==> src/rtl/spin_pkg.sv <==
// rtl/spin_pkg.sv - shared types and constants for the spin motor ramp
package spin_pkg;

  localparam int RPM_W           = 11;
  localparam int DEFAULT_MAX_RPM = 1400;

  typedef enum logic [1:0] {
    IDLE      = 2'd0,
    RAMP_UP   = 2'd1,
    HOLD      = 2'd2,
    RAMP_DOWN = 2'd3
  } spin_state_e;

  // One bit wider than the rpm bus so step sums and differences cannot wrap
  typedef logic [RPM_W:0] rpm_ext_t;

  function automatic logic [RPM_W-1:0] clamp_rpm(input logic [RPM_W-1:0] rpm,
                                                 input logic [RPM_W-1:0] max_rpm);
    return (rpm > max_rpm) ? max_rpm : rpm;
  endfunction

endpackage

==> src/rtl/rpm_tick_prescaler.sv <==
// rtl/rpm_tick_prescaler.sv - divides clk into one tick every TICK_DIV cycles, restartable by clear_i
module rpm_tick_prescaler #(
  parameter int TICK_DIV = 2
) (
  input  logic clk,
  input  logic reset,
  input  logic clear_i,
  output logic tick_o
);

  localparam int CW = (TICK_DIV > 1) ? $clog2(TICK_DIV) : 1;
  localparam logic [CW-1:0] LAST = CW'(TICK_DIV - 1);

  logic [CW-1:0] cnt_q;

  always_ff @(posedge clk or posedge reset) begin
    if (reset) begin
      cnt_q <= '0;
    end else if (clear_i || cnt_q == LAST) begin
      cnt_q <= '0;
    end else begin
      cnt_q <= cnt_q + 1'b1;
    end
  end

  // Not gated by clear_i: the owner derives clear_i from a decision that uses tick_o
  assign tick_o = (cnt_q == LAST);

endmodule

==> src/rtl/spin_motor_ramp.sv <==
// rtl/spin_motor_ramp.sv - drum motor ramp-up / hold / ramp-down sequencer; SPIN_DOOR_INTERLOCK_EN adds door_open
module spin_motor_ramp
  import spin_pkg::*;
#(
  parameter int STEP_RPM   = 50,
  parameter int TICK_DIV   = 2,
  parameter int HOLD_TICKS = 30,
  parameter int MAX_RPM    = DEFAULT_MAX_RPM
) (
  input  logic             clk,
  input  logic             reset,
  input  logic             start,
  input  logic             stop_req,
`ifdef SPIN_DOOR_INTERLOCK_EN
  input  logic             door_open,
`endif
  input  logic [RPM_W-1:0] target_rpm,
  output logic [RPM_W-1:0] motor_rpm,
  output logic             busy,
  output logic             at_speed,
  output logic             spin_done,
  output logic [1:0]       state
);

  localparam int HW = (HOLD_TICKS > 1) ? $clog2(HOLD_TICKS) : 1;
  localparam logic [HW-1:0]    HOLD_LAST = HW'(HOLD_TICKS - 1);
  localparam rpm_ext_t         STEP      = rpm_ext_t'(STEP_RPM);
  localparam logic [RPM_W-1:0] MAX_CAP   = RPM_W'(MAX_RPM);

  spin_state_e      state_q, state_d;
  logic [RPM_W-1:0] rpm_q, rpm_d;
  logic [RPM_W-1:0] tgt_q, tgt_d;
  logic [HW-1:0]    hold_q, hold_d;
  logic             done_q, done_d;
  logic             busy_q, at_speed_q;
  logic             tick, clear, abort;
  rpm_ext_t         up_gap, up_sum, down_diff;

`ifdef SPIN_DOOR_INTERLOCK_EN
  assign abort = stop_req | door_open;
`else
  assign abort = stop_req;
`endif

  assign up_gap    = rpm_ext_t'(tgt_q) - rpm_ext_t'(rpm_q);
  assign up_sum    = rpm_ext_t'(rpm_q) + STEP;
  assign down_diff = rpm_ext_t'(rpm_q) - STEP;

  always_comb begin
    state_d = state_q;
    rpm_d   = rpm_q;
    tgt_d   = tgt_q;
    hold_d  = hold_q;
    done_d  = 1'b0;
    case (state_q)
      IDLE: begin
        if (start && !abort) begin
          tgt_d = clamp_rpm(target_rpm, MAX_CAP);
          if (clamp_rpm(target_rpm, MAX_CAP) != '0) state_d = RAMP_UP;
          else                                      done_d  = 1'b1;
        end
      end
      RAMP_UP: begin
        if (abort) begin
          state_d = RAMP_DOWN;
        end else if (tick) begin
          if (up_gap > STEP) begin
            rpm_d = up_sum[RPM_W-1:0];
          end else begin
            rpm_d   = tgt_q;
            state_d = HOLD;
          end
        end
      end
      HOLD: begin
        if (abort) begin
          state_d = RAMP_DOWN;
        end else if (tick) begin
          if (hold_q == HOLD_LAST) state_d = RAMP_DOWN;
          else                     hold_d  = hold_q + 1'b1;
        end
      end
      RAMP_DOWN: begin
        if (tick) begin
          if (rpm_ext_t'(rpm_q) > STEP) begin
            rpm_d = down_diff[RPM_W-1:0];
          end else begin
            rpm_d   = '0;
            state_d = IDLE;
            done_d  = 1'b1;
          end
        end
      end
      default: state_d = IDLE;
    endcase
    if (state_d != HOLD) hold_d = '0;
  end

  // Restart the tick phase on every state change so the first step is a full period away
  assign clear = (state_d != state_q);

  rpm_tick_prescaler #(.TICK_DIV(TICK_DIV)) u_prescaler (
    .clk     (clk),
    .reset   (reset),
    .clear_i (clear),
    .tick_o  (tick)
  );

  always_ff @(posedge clk or posedge reset) begin
    if (reset) begin
      state_q    <= IDLE;
      rpm_q      <= '0;
      tgt_q      <= '0;
      hold_q     <= '0;
      done_q     <= 1'b0;
      busy_q     <= 1'b0;
      at_speed_q <= 1'b0;
    end else begin
      state_q    <= state_d;
      rpm_q      <= rpm_d;
      tgt_q      <= tgt_d;
      hold_q     <= hold_d;
      done_q     <= done_d;
      busy_q     <= (state_d != IDLE);
      at_speed_q <= (state_d == HOLD);
    end
  end

  assign motor_rpm = rpm_q;
  assign busy      = busy_q;
  assign at_speed  = at_speed_q;
  assign spin_done = done_q;
  assign state     = state_q;

endmodule

==> config.mk <==
export PLATFORM = sky130hd
export DESIGN_NAME = spin_motor_ramp
export DESIGN_NICKNAME = d
export VERILOG_FILES = /design/src/rtl/spin_pkg.sv /design/src/rtl/rpm_tick_prescaler.sv /design/src/rtl/spin_motor_ramp.sv
export SDC_FILE = /design/constraint.sdc
export NUM_CORES = 1
export LEC_CHECK = 0
export BUFFER_PORTS_ARGS = -buffer_cell sky130_fd_sc_hd__buf_2
export CAP_MARGIN = 10
export CORE_ASPECT_RATIO = 0.7
export CORE_UTILIZATION = 47
export DETAILED_ROUTE_END_ITERATION = 8
export GPL_ROUTABILITY_DRIVEN = 0
export GPL_TIMING_DRIVEN = 0
export HOLD_SLACK_MARGIN = 0.15
export PLACE_DENSITY = 0.66
export RECOVER_POWER = 100
export SYNTH_ARGS = -nofsm -noshare
export SYNTH_HDL_FRONTEND = slang
export SYNTH_SLANG_ARGS = --single-unit
==> constraint.sdc <==
create_clock -name clk -period 3.8 [get_ports clk]
set_clock_uncertainty 0.1 [all_clocks]
set_input_delay 0.19 -clock clk [delete_from_list [all_inputs] [get_ports clk]]
set_output_delay 0.19 -clock clk [all_outputs]
set_load 0.02 [all_outputs]
# Word level (Yosys, flattened, before mapping)
# Index checks and enable logic that the tools add are counted.
# W data, S select, Z words.
[totals]
reg_bits = 33
inputBits = 15
out_inout_bits = 16
word_cells = 69
[classes]
n_addsub = 5
magnitude_cmp = 3
n_eq_ne = 12
muxes = 29
n_reduce_logical = 12
[ops]
columns = ["op", "n"]
rows = [
  ["$mux W11", 6],
  ["$mux W5", 5],
  ["$pmux W11 S2", 1],
  ["$mux W2", 10],
  ["$gt A12 B6 Y1 const B", 1],
  ["$sub A11 B11 Y12", 1],
  ["$add A11 B6 Y11 const B", 1],
  ["$gt A11 B11 Y1 const B", 1],
  ["$gt A11 B6 Y1 const B", 1],
  ["$reduce_bool A11 Y1", 1],
  ["$sub A11 B6 Y11 const B", 1],
  ["$ne A2 B1 Y1 const B", 4],
  ["$pmux W2 S4", 1],
  ["$reduce_and A4 Y1", 2],
  ["$reduce_bool A2 Y1", 4],
  ["$eq A2 B2 Y1 const B", 3],
  ["$add A5 B1 Y5 const B", 1],
  ["$eq A5 B5 Y1 const B", 1],
  ["$mux W1", 5],
  ["$ne A2 B2 Y1 const B", 2],
  ["$eq A2 B1 Y1 const B", 1],
  ["$logic_not A2 Y1", 1],
  ["$ne A2 B2 Y1", 1],
  ["$pmux W1 S2", 1],
  ["5 further kinds", 5],
]

# Longest topological paths before layout
# Gate-level depths: netlist of run 1.
[depth]
ltp_word = 9
depth_mapped = 13
mapped_depth_nobuf = 12

# Cells and area by module
# A second synthesis of run 1 with hierarchy kept.
[hier_totals]
hier_cells = 333
area_unflattened_um2 = 2845.2
[modules_own_cells]
columns = ["module", "n_inst", "cells_each", "area_each_um2", "seq_area_each_um2"]
rows = [
  ["spin_motor_ramp", 1, 330, 2812.7, 800.8],
  ["rpm_tick_prescaler", 1, 3, 32.5, 25.0],
]

# Least setup slack after synthesis of run 1
# Ideal clock, no wire load.
[synth_path]
path_type = "flip-flop to flip-flop"
from = "reg rpm_q[4], in the netlist motor_rpm[4]"
to = "reg rpm_q[3], in the netlist motor_rpm[3]"
setup_time_ps = 141
arrival_time_ps = 2669
t_required_ps = 3559
path_slack_ps = 890
path_stages_with_launch = 14
path_buffers = 3
synth_period_minus_slack_ps = 2910
path_cell_list = "dfrtp_1 -> clkbuf_1 -> inv_1 -> ha_1 -> buf_6 -> a21oi_4 -> nand2_2 -> or3_1 -> nand4_2 -> o2111ai_4 -> nor2_4 -> buf_8 -> mux2i_1 -> o221ai_1"
[synth_via]
elab_chain_len = 6
elab_cells_between_ends = 9
cone_classes = "add/sub (1); order compare (2); mux (6)"
[synth_rtl]
columns = ["item", "line", "rtl"]
rows = [
  ["start, declared", "spin_motor_ramp.sv:31", "logic [RPM_W-1:0] rpm_q, rpm_d;"],
  ["start signal, assigned", "spin_motor_ramp.sv:120", "rpm_q <= rpm_d;"],
  ["$sub A11 B11 Y12", "spin_motor_ramp.sv:45", "assign up_gap = rpm_ext_t'(tgt_q) - rpm_ext_t'(rpm_q);"],
  ["$gt A12 B6 Y1", "spin_motor_ramp.sv:67", "if (up_gap > STEP) begin"],
  ["$mux W11", "spin_motor_ramp.sv:67", ""],
  ["$mux W11", "spin_motor_ramp.sv:66", "end else if (tick) begin"],
  ["$mux W11", "spin_motor_ramp.sv:64", "if (abort) begin"],
  ["$pmux W11 S2 (*)", "spin_motor_ramp.sv:55", "case (state_q)"],
]
# Mark *: on every way between the ends. The rest lies on a longest branch, timed or not. The select of a mux whose other input is x is not followed.
# A chain may end at the register's enable or synchronous reset.

# Worst setup path in the final report of run 1
[layout_path]
from = "reg rpm_q[4], in the netlist motor_rpm[4]"
to = "reg hold_q[1]"
[layout_via]
elab_chain_len = 9
elab_cells_between_ends = 16
cone_classes = "add/sub (1); order compare (2); eq/ne (3); mux (7); reduce/logical (3)"
[layout_rtl]
columns = ["item", "line", "rtl"]
rows = [
  ["$sub A11 B11 Y12", "spin_motor_ramp.sv:45", ""],
  ["$gt A12 B6 Y1", "spin_motor_ramp.sv:67", ""],
  ["$mux W2", "spin_motor_ramp.sv:67", ""],
  ["$mux W2", "spin_motor_ramp.sv:66", ""],
  ["$mux W2", "spin_motor_ramp.sv:64", ""],
  ["$pmux W2 S4 (*)", "spin_motor_ramp.sv:55", ""],
  ["$ne A2 B2 Y1 (*)", "spin_motor_ramp.sv:96", "if (state_d != HOLD) hold_d = '0;"],
  ["$ne A2 B1 Y1 (no line) or $reduce_bool A2 Y1 (tied branches)", "--", ""],
  ["$reduce_and A4 Y1 (no line)", "--", ""],
  ["end signal, assigned", "spin_motor_ramp.sv:122", "hold_q <= hold_d;"],
  ["end, declared", "spin_motor_ramp.sv:33", "logic [HW-1:0] hold_q, hold_d;"],
]
# Mark *: on every way between the ends. The rest lies on a longest branch, timed or not.

==> flow_summary.ini, run 1 <==
[critical_path]
path_depth = 12
endpoint_kind = flip-flop
crit_family = compound AO/OA/AOI/OAI gates
cp_slowest_stage_delay_ns = 0.41
cp.required_ns = 3.89
reg2regPathDepth = 12
crit_type = reg -> reg
worst-path-buf-inv = 3
start_kind = flip-flop
crit_chain = clkbuf_1, inv_1, ha_1, buf_6, a21oi_4, and2_0, a21oi_1, nor3_1, o2111ai_4, nor3b_1, o211ai_2, a211oi_1
crit_arrival_ns = 3.36
cp_max_fo = 10
crit_path_top_delay_cell = nor3b_1

[timing]
finalCriticalPeriod_ns = 3.26
worst_slew_pin_slew_ns = 1.28
rsz0062_at_grt = false
slew_violations = 0
finalCritPeriodShare_pct = 85.8
setup_viol = 0
setup_ws_ns = 0.539
fmax_mhz = 307
tns_ns = 0
relSlewSlack_pct = 14.8
hold_viol = 0

[run_status]
status = finished, final reports clean

[clock_network]
htree_levels = 2
cts_buffers = 5
cts.path.max_buffers = 2
cts_hold_buf = 13
clkLatencyLatePin_ns = 0.29
cts_tree = built
clk_pin_slew_ns = 0.07
cts_sinks = 33
post_cts_buffers = 0
cts.repair.resized = 0
clockRootBuffer = clkbuf_8

[floorplan]
die_w_um = 92.5
num_rows = 22
die_y_um = 65.4
io_pins = 31
dieArea_um2 = 6050
core_um2 = 5370
start_util_pct = 50.2

[yosys]
synthAdderAreaFrac_pct = 10.0
synth_top_area_cell = dfrtp_1
synth_xor_area_share_pct = 4.83
synth_ff_type = dfrtp_1
ys_seq_elements = 33
syn_inst = 307
synth_mux_area_share_pct = 3.71
synth-simple-area-share_pct = 19.7
ys_seq_area_share_pct = 30.6
synth_edf_count = 0
synth_cell_types = 70
avgSynthCellArea_um2 = 8.78
synth_top_area_share_pct = 30.6
synth_top_family_by_area = compound AO/OA/AOI/OAI gates
synth_compound_area_share_pct = 25.4
syn_nets = 343
syn_area_um2 = 2700
synth_area_leaders = dfrtp_1, ha_1, mux2i_1
synth.most_common_cell = dfrtp_1
async_flop_share_pct = 100
yosys_warnings = 0
synth_common_cells = dfrtp_1, nand2_1, ha_1, inv_1, nor2_1

[route]
vias = 2529
wirelength_mm = 6.93
dr.pass1.iters = 5
drtAntennaViolNets = 0
top_layer = met4
wl_met2_mm = 2.93
drc = 0
wire_per_inst_um = 16.1
via_per_inst = 5.90
wl_met3_um = 362
drt_iter0_markers = 234
wl_met1_mm = 3.58

[power]
p_per_area_nw_per_um2 = 908
leakage_nw = 1.29
ir_drop_mv = 0.356

[placed_design]
dp_hpwl_mm = 5.28
io_buffers = 30
place_worst_setup_slack_ns = 0.681

[global_route]
grt_max_degree = 24
grt_pass1_wl_mm = 11.3
antenna_found_initial = 0
overflow = 0
grt_usage_pct = 24.1
grt_pass1_vias = 2225

[finish]
fillers = 503
area.growth.synth_to_final_pct = 15.0
antenna_cells = 0
layout.nets = 394
drive_gt1_share_pct = 12.3

[run]
maxCapViolCount = 0

[worst_hold_path]
hold_path.class = in -> async
sequential cells by signal (all words and copies together) (netlist names):
signal	count
at_speed	1
busy	1
hold_q	5
motor_rpm	11
spin_done	1
state	2
tgt_q	11
u_prescaler.tick_o	1
path summary, 6_finish.rpt:
| check | from | end | slack (ns) |
|---|---|---|---|
| max | motor_rpm[4] | hold_q[1] | 0.54 |
| min reg2reg | hold_q[4] | hold_q[4] | 0.45 |
| max in group asynchronous | reset | tgt_q[8] | 1.77 |
| max reg2reg | motor_rpm[4] | hold_q[1] | 0.54 |
| min in group clk | stop_req | state[1] | 0.32 |
| min | reset | motor_rpm[5] | 0.32 |
power by group:
| part | switching [W] | internal, W |
|---|---|---|
| sequential | 0.000181 | 0.000480 |
| clock | 0.000132 | 0.000121 |
| combinational | 0.00114 | 0.000757 |
| total | 0.00146 | 0.00136 |
placed cells by master (no fill, tap or decap), types with 17 or more instances in the layout:
cell type	instances
nor2_1	21
ha_1	20
nand2_1	23
a21oi_1	18
inv_1	21
buf_2	17
clkbuf_1	22
dfrtp_1	33
o21ai_0	21
area by class of cell:
cell class,instances,area [µm²],area share (%)
clock inverters,1,5.00,0.161
flip-flops and latches,33,826,26.6
repair buffers,44,264,8.51
inverters,23,86.3,2.78
clock buffers,5,68.8,2.22
multi-input cells,240,1690,54.6
plain buffers,11,67.6,2.18
well taps,72,90.1,2.90
stage by stage:
stage	utilization, %	hold WS [ns]	cells	area, µm²	total power (W)
global placement	54.7	0.322	409	2940	0.00253
finish	57.8	0.319	429	3100	0.00282
detailed placement	55.2	0.140	410	2960	0.00258
global route	57.8	0.371	429	3100	0.00305
CTS	59.0	0.314	429	3170	0.00285
floorplan	-	0.207	307	2700	0.00213
worst reg2reg max path: stages, from the launching register on:
cell and delay (ns):
dfrtp_1 0.34, clkbuf_1 0.33, inv_1 0.13, ha_1 0.32
buf_6 0.14, a21oi_4 0.16, and2_0 0.17, a21oi_1 0.09
nor3_1 0.28, o2111ai_4 0.21, nor3b_1 0.41, o211ai_2 0.24
a211oi_1 0.23
routing by layer:
metal	vias to the layer above	GRT usage, %
li1	1223	-
met1	1213	36.8
met2	87	35.7
met3	6	4.40
met4	0	3.91
met5	-	0
cells by family (layout without fill, tap and decap cells):
family / after synthesis / count (layout)
and+or+nand+nor: 100 / 100
AOI/OAI and AO/OA: 95 / 95
buffers and inverters: 34 / 84
DFF: 33 / 33
adders and majority gates: 21 / 21
xor gates and xnor gates: 14 / 14
muxes: 10 / 10
(Power assumes the default switching activity.)
==> run 2, diff against run 1 <==
--- a/config.mk
+++ b/config.mk
@@ -5,6 +5,7 @@
 export SDC_FILE = /design/constraint.sdc
 export NUM_CORES = 1
 export LEC_CHECK = 0
+export ABC_AREA = 1
 export BUFFER_PORTS_ARGS = -buffer_cell sky130_fd_sc_hd__buf_2
 export CAP_MARGIN = 10
 export CORE_ASPECT_RATIO = 0.7
==> flow_summary.ini, run 2 <==
[yosys]
ys_seq_elements = 33
synth_cell_types = 35
syn_inst = 400
synth.most_common_cell = nand2_1
synth_ff_type = dfrtp_1
synth_top_area_share_pct = 29.9
syn_nets = 436
yosys_warnings = 0
async_flop_share_pct = 100
synth_common_cells = nand2_1, inv_1, nor2_1
synth_edf_count = 0
synth_top_area_cell = dfrtp_1
ys_seq_area_share_pct = 29.9
synth_area_leaders = dfrtp_1, nand2_1, ha_1
avgSynthCellArea_um2 = 6.90
syn_area_um2 = 2760

[clock_network]
cts_sinks = 33
cts.path.max_buffers = 2
cts_hold_buf = 12
cts.repair.resized = 0
cts_tree = built
cts_buffers = 5
clkLatencyLatePin_ns = 0.28
post_cts_buffers = 0
clk_pin_slew_ns = 0.08
htree_levels = 2
clockRootBuffer = clkbuf_8

[timing]
hold_viol = 0
finalCriticalPeriod_ns = 3.16
finalCritPeriodShare_pct = 83.2
setup_ws_ns = 0.638
setup_viol = 0
worst_slew_pin_slew_ns = 1.19
slew_violations = 0
fmax_mhz = 316
rsz0062_at_grt = false
tns_ns = 0
relSlewSlack_pct = 20.6

[route]
vias = 2802
via_per_inst = 5.36
dr.pass1.iters = 7
drt_iter0_markers = 216
wirelength_mm = 7.21
drtAntennaViolNets = 0
drc = 0
wire_per_inst_um = 13.8

[power]
leakage_nw = 1.63
ir_drop_mv = 0.360
p_per_area_nw_per_um2 = 869
power_w = 0.00278

[global_route]
overflow = 0
grt_usage_pct = 25.4
grt_max_degree = 23
grt_pass1_vias = 2433
antenna_found_initial = 0
grt_pass1_wl_mm = 11.8

[finish]
seqCellArea_um2 = 826
layout.nets = 486
drive_gt1_share_pct = 10.6
final_common_cell = nand2_1
multiInputGateArea_um2 = 1660
area.growth.synth_to_final_pct = 15.8
fillers = 533
antenna_cells = 0
layout_common_cells = nand2_1, inv_1, nor2_1

[placed_design]
dp_hpwl_mm = 5.58
io_buffers = 30
place_worst_setup_slack_ns = 0.924

[critical_path]
endpoint_kind = flip-flop
cp_max_fo = 10
start_kind = flip-flop
cp.required_ns = 3.85
crit_type = reg -> reg
crit_arrival_ns = 3.21

[floorplan]
die_y_um = 66.1
die_w_um = 93.6
core_um2 = 5450
dieArea_um2 = 6190
start_util_pct = 50.6
io_pins = 31
num_rows = 22

[worst_hold_path]
hold_path.class = in -> reg

[run_status]
status = finished, final reports clean

[run]
maxCapViolCount = 0
==> run 2: worst paths after layout <==
path / slack [ns] / to / startpoint / depth (start not counted)
max in group asynchronous: 1.80 / tgt_q[9] / reset / 4
min reg2reg: 0.39 / motor_rpm[0] / tgt_q[0] / 2
max reg2reg: 0.64 / motor_rpm[6] / motor_rpm[5] / 13
min in group asynchronous: 0.35 / motor_rpm[5] / reset / 3
max: 0.64 / motor_rpm[6] / motor_rpm[5] / 13
min: 0.34 / state[0] / start / 5
==> run 2: cell families (layout without fill, tap and decap cells) <==
kind of cell	Yosys count	in the layout	synth area share, %
flops	33	33	29.9
compound gates	66	66	15.0
xor+xnor	7	7	2.22
simple gates	208	208	34.1
fa+ha+maj	21	21	9.79
buf+inv	65	116	8.98
==> run 2: critical path, cell delays in order (launching register included) <==
cell and delay [ns]:
dfrtp_1 0.37, clkinv_1 0.23, ha_1 0.44, a21oi_1 0.33, nand2_1 0.09, nand2_1 0.11
nand3_1 0.08, nand2_1 0.08, nand3_2 0.06, nor2_1 0.18, nand3_2 0.26, clkbuf_1 0.34
o211ai_1 0.24, a22oi_1 0.12
==> run 2: per-stage QoR <==
step / hold WS (ns) / instances / area, µm² / util, %
after detailed placement: 0.168 / 503 / 3030 / 55.6
after global routing: 0.319 / 523 / 3200 / 58.6
after floorplan: 0.200 / 400 / 2760 / -
final: 0.335 / 523 / 3200 / 58.6
after CTS: 0.328 / 523 / 3260 / 59.9
after global placement: 0.321 / 502 / 3000 / 55.1
==> run 2: layout make-up <==
| cell class | count | share of cell area, % |
|---|---|---|
| buffer | 5 | 0.666 |
| clock buffer | 7 | 2.70 |
| sequential | 33 | 25.8 |
| multi-input combinational | 302 | 52.0 |
| timing repair buffer | 43 | 7.95 |
| tap | 72 | 2.82 |
| inverter | 60 | 7.05 |
| clock inverter | 1 | 0.940 |
==> run 2: power breakdown <==
group | internal, W | switching (W) | leakage, nW | total, W
clock | 0.000214 | 0.000133 | 0.0585 | 0.000347
combinational | 0.000625 | 0.00122 | 1.15 | 0.00185
sequential | 0.000458 | 0.000126 | 0.422 | 0.000583
total | 0.00130 | 0.00148 | 1.63 | 0.00278
==> run 2: routing by layer <==
layer,vias to the layer above,part of all wire (%),wire length [µm],track usage (%)
li1,1422,-,-,-
met1,1267,50,3630,38.0
met2,107,40,2920,36.7
met3,6,8.6,623,6.32
met4,0,0.58,42,4.62
met5,-,0,0,0
==> run 3, diff against run 2 <==
==> constraint.sdc (replaced) <==
create_clock -name clk -period 3 [get_ports clk]
set_clock_uncertainty 0.1 [all_clocks]
set_input_delay 0.15 -clock clk [delete_from_list [all_inputs] [get_ports clk]]
set_output_delay 0.15 -clock clk [all_outputs]
set_load 0.02 [all_outputs]
==> flow_summary.ini, run 3 (synthesis results as in run 2) <==
[critical_path]
crit_path_top_delay_cell = fa_2
start_kind = flip-flop
crit_family = simple AND/OR/NAND/NOR gates
endpoint_kind = flip-flop
rrSetupSlack_ns = 0.28
cp_slowest_stage_delay_ns = 0.44
reg2regPathDepth = 16
crit_chain = inv_1, fa_2, or2_0, a21oi_1, nand3_1, nand2_1, nor2_1, nor2_2, nand4_1, nand2_1, nand2_1, nand2_1, nand2_2, nor2_4, inv_2, nor2_2
r2r-start = motor_rpm[1]
crit_arrival_ns = 2.84
crit_type = reg -> reg
worst-path-buf-inv = 2
cp_max_fo = 9
critPathMostFrequentCell = nand2_1
cp.required_ns = 3.12
worstReg2RegEnd = hold_q[0]

[timing]
hold_viol = 0
finalCriticalPeriod_ns = 2.72
slew_violations = 0
worst_slew_pin_slew_ns = 1.20
relSlewSlack_pct = 19.9
setup_viol = 0
fmax_mhz = 368
rsz0062_at_grt = false
finalCritPeriodShare_pct = 90.7
setup_ws_ns = 0.280
tns_ns = 0
fin_hold_ws_ns = 0.298

[finish]
fillers = 525
final_common_cell = nand2_1
antenna_cells = 0
area.growth.synth_to_final_pct = 18.0
multiInputGateArea_um2 = 1710
drive_gt1_share_pct = 14.4
layout.nets = 487
final_cell_count_no_fill = 524
seqCellArea_um2 = 826
layout_common_cells = nand2_1, inv_1, nor2_1

[worst_hold_path]
hold_depth = 5
whs_endpoint = state[0]
hp-start = start
hold_path.class = in -> reg

[global_route]
overflow = 0
grt_max_degree = 23
grt_pass1_wl_mm = 11.8
grt_usage_pct = 25.4
antenna_found_initial = 0
grt_pass1_vias = 2433

[placed_design]
dp_hpwl_mm = 5.58
place_worst_setup_slack_ns = 0.124
dp.cells = 503
io_buffers = 30

[power]
leakage_nw = 1.63
ir_drop_mv = 0.483
p_per_area_nw_per_um2 = 1110

[clock_network]
cts_tree = built
cts.path.max_buffers = 2
clkLatencyLatePin_ns = 0.29
htree_levels = 2
cts_buffers = 5
clockRootBuffer = clkbuf_8
cts_sinks = 33
clk_pin_slew_ns = 0.08

[floorplan]
die_y_um = 66.1
dieArea_um2 = 6190
num_rows = 22
start_util_pct = 50.6
io_pins = 31
core_um2 = 5450
die_w_um = 93.6

[route]
drt_iter0_markers = 191
via_per_inst = 5.42
drc = 0
wirelength_mm = 7.32
wire_per_inst_um = 14.0
drtAntennaViolNets = 0
dr.pass1.iters = 5
vias = 2839

[run]
maxCapViolCount = 0

[run_status]
status = finished, final reports clean
-- run 3: what timing repair did --
action,4_1_cts,5_1_grt
buffers inserted,0,1
hold endpoints to repair,22,0
hold buffers,12,0
gates resized for setup,0,10
endpoints found under the setup margin,0,16
-- run 3: cell type report --
class / count / area share, %
Clock inverter: 1 / 0.922
Clock buffer: 7 / 2.65
Buffer: 5 / 0.769
Sequential cell: 33 / 25.4
Multi-Input combinational cell: 302 / 52.5
Inverter: 60 / 7.03
Tap cell: 72 / 2.77
Timing Repair Buffer: 44 / 8.03
-- run 3: worst max-delay path by stage --
stage                   end  depth (start not counted)          from
3_3_place_gp   motor_rpm[2]                         12  motor_rpm[1]
4_1_cts        motor_rpm[6]                         12  motor_rpm[1]
6_report          hold_q[0]                         16  motor_rpm[1]
2_1_floorplan  motor_rpm[2]                         12  motor_rpm[1]
5_1_grt           hold_q[4]                         16  motor_rpm[5]
3_5_place_dp   motor_rpm[6]                         12  motor_rpm[1]
-- run 3: report_power, final --
group / switching [W] / internal (W) / total (W)
sequential: 0.000163 / 0.000580 / 0.000743
combinational: 0.00161 / 0.000830 / 0.00244
clock: 0.000175 / 0.000271 / 0.000446
total: 0.00195 / 0.00168 / 0.00363
-- run 3: worst register-to-register path, cell delays in order (launching register included) --
cell and delay, ns:
dfrtp_1 0.42, inv_1 0.20, fa_2 0.44, or2_0 0.23, a21oi_1 0.13, nand3_1 0.08, nand2_1 0.07, nor2_1 0.05
nor2_2 0.19, nand4_1 0.12, nand2_1 0.07, nand2_1 0.05, nand2_1 0.09, nand2_2 0.10, nor2_4 0.12, inv_2 0.09
nor2_2 0.09
-- run 3: routing by layer --
metal / wire length, µm / global-route usage, % / up-vias
met1: 3690 / 38.0 / 1290
met2: 2980 / 36.7 / 113
met4: 67 / 4.62 / 0
met5: 0 / 0 / -
met3: 594 / 6.32 / 10
li1: - / - / 1426
-- run 3: per-stage QoR --
stage	util (%)	cell area [µm²]	power (W)
6_report	59.7	3260	0.00363
5_1_grt	59.7	3260	0.00400
4_1_cts	59.9	3260	0.00358
3_5_place_dp	55.6	3030	0.00312
3_3_place_gp	55.1	3000	0.00306
2_1_floorplan	-	2760	0.00258
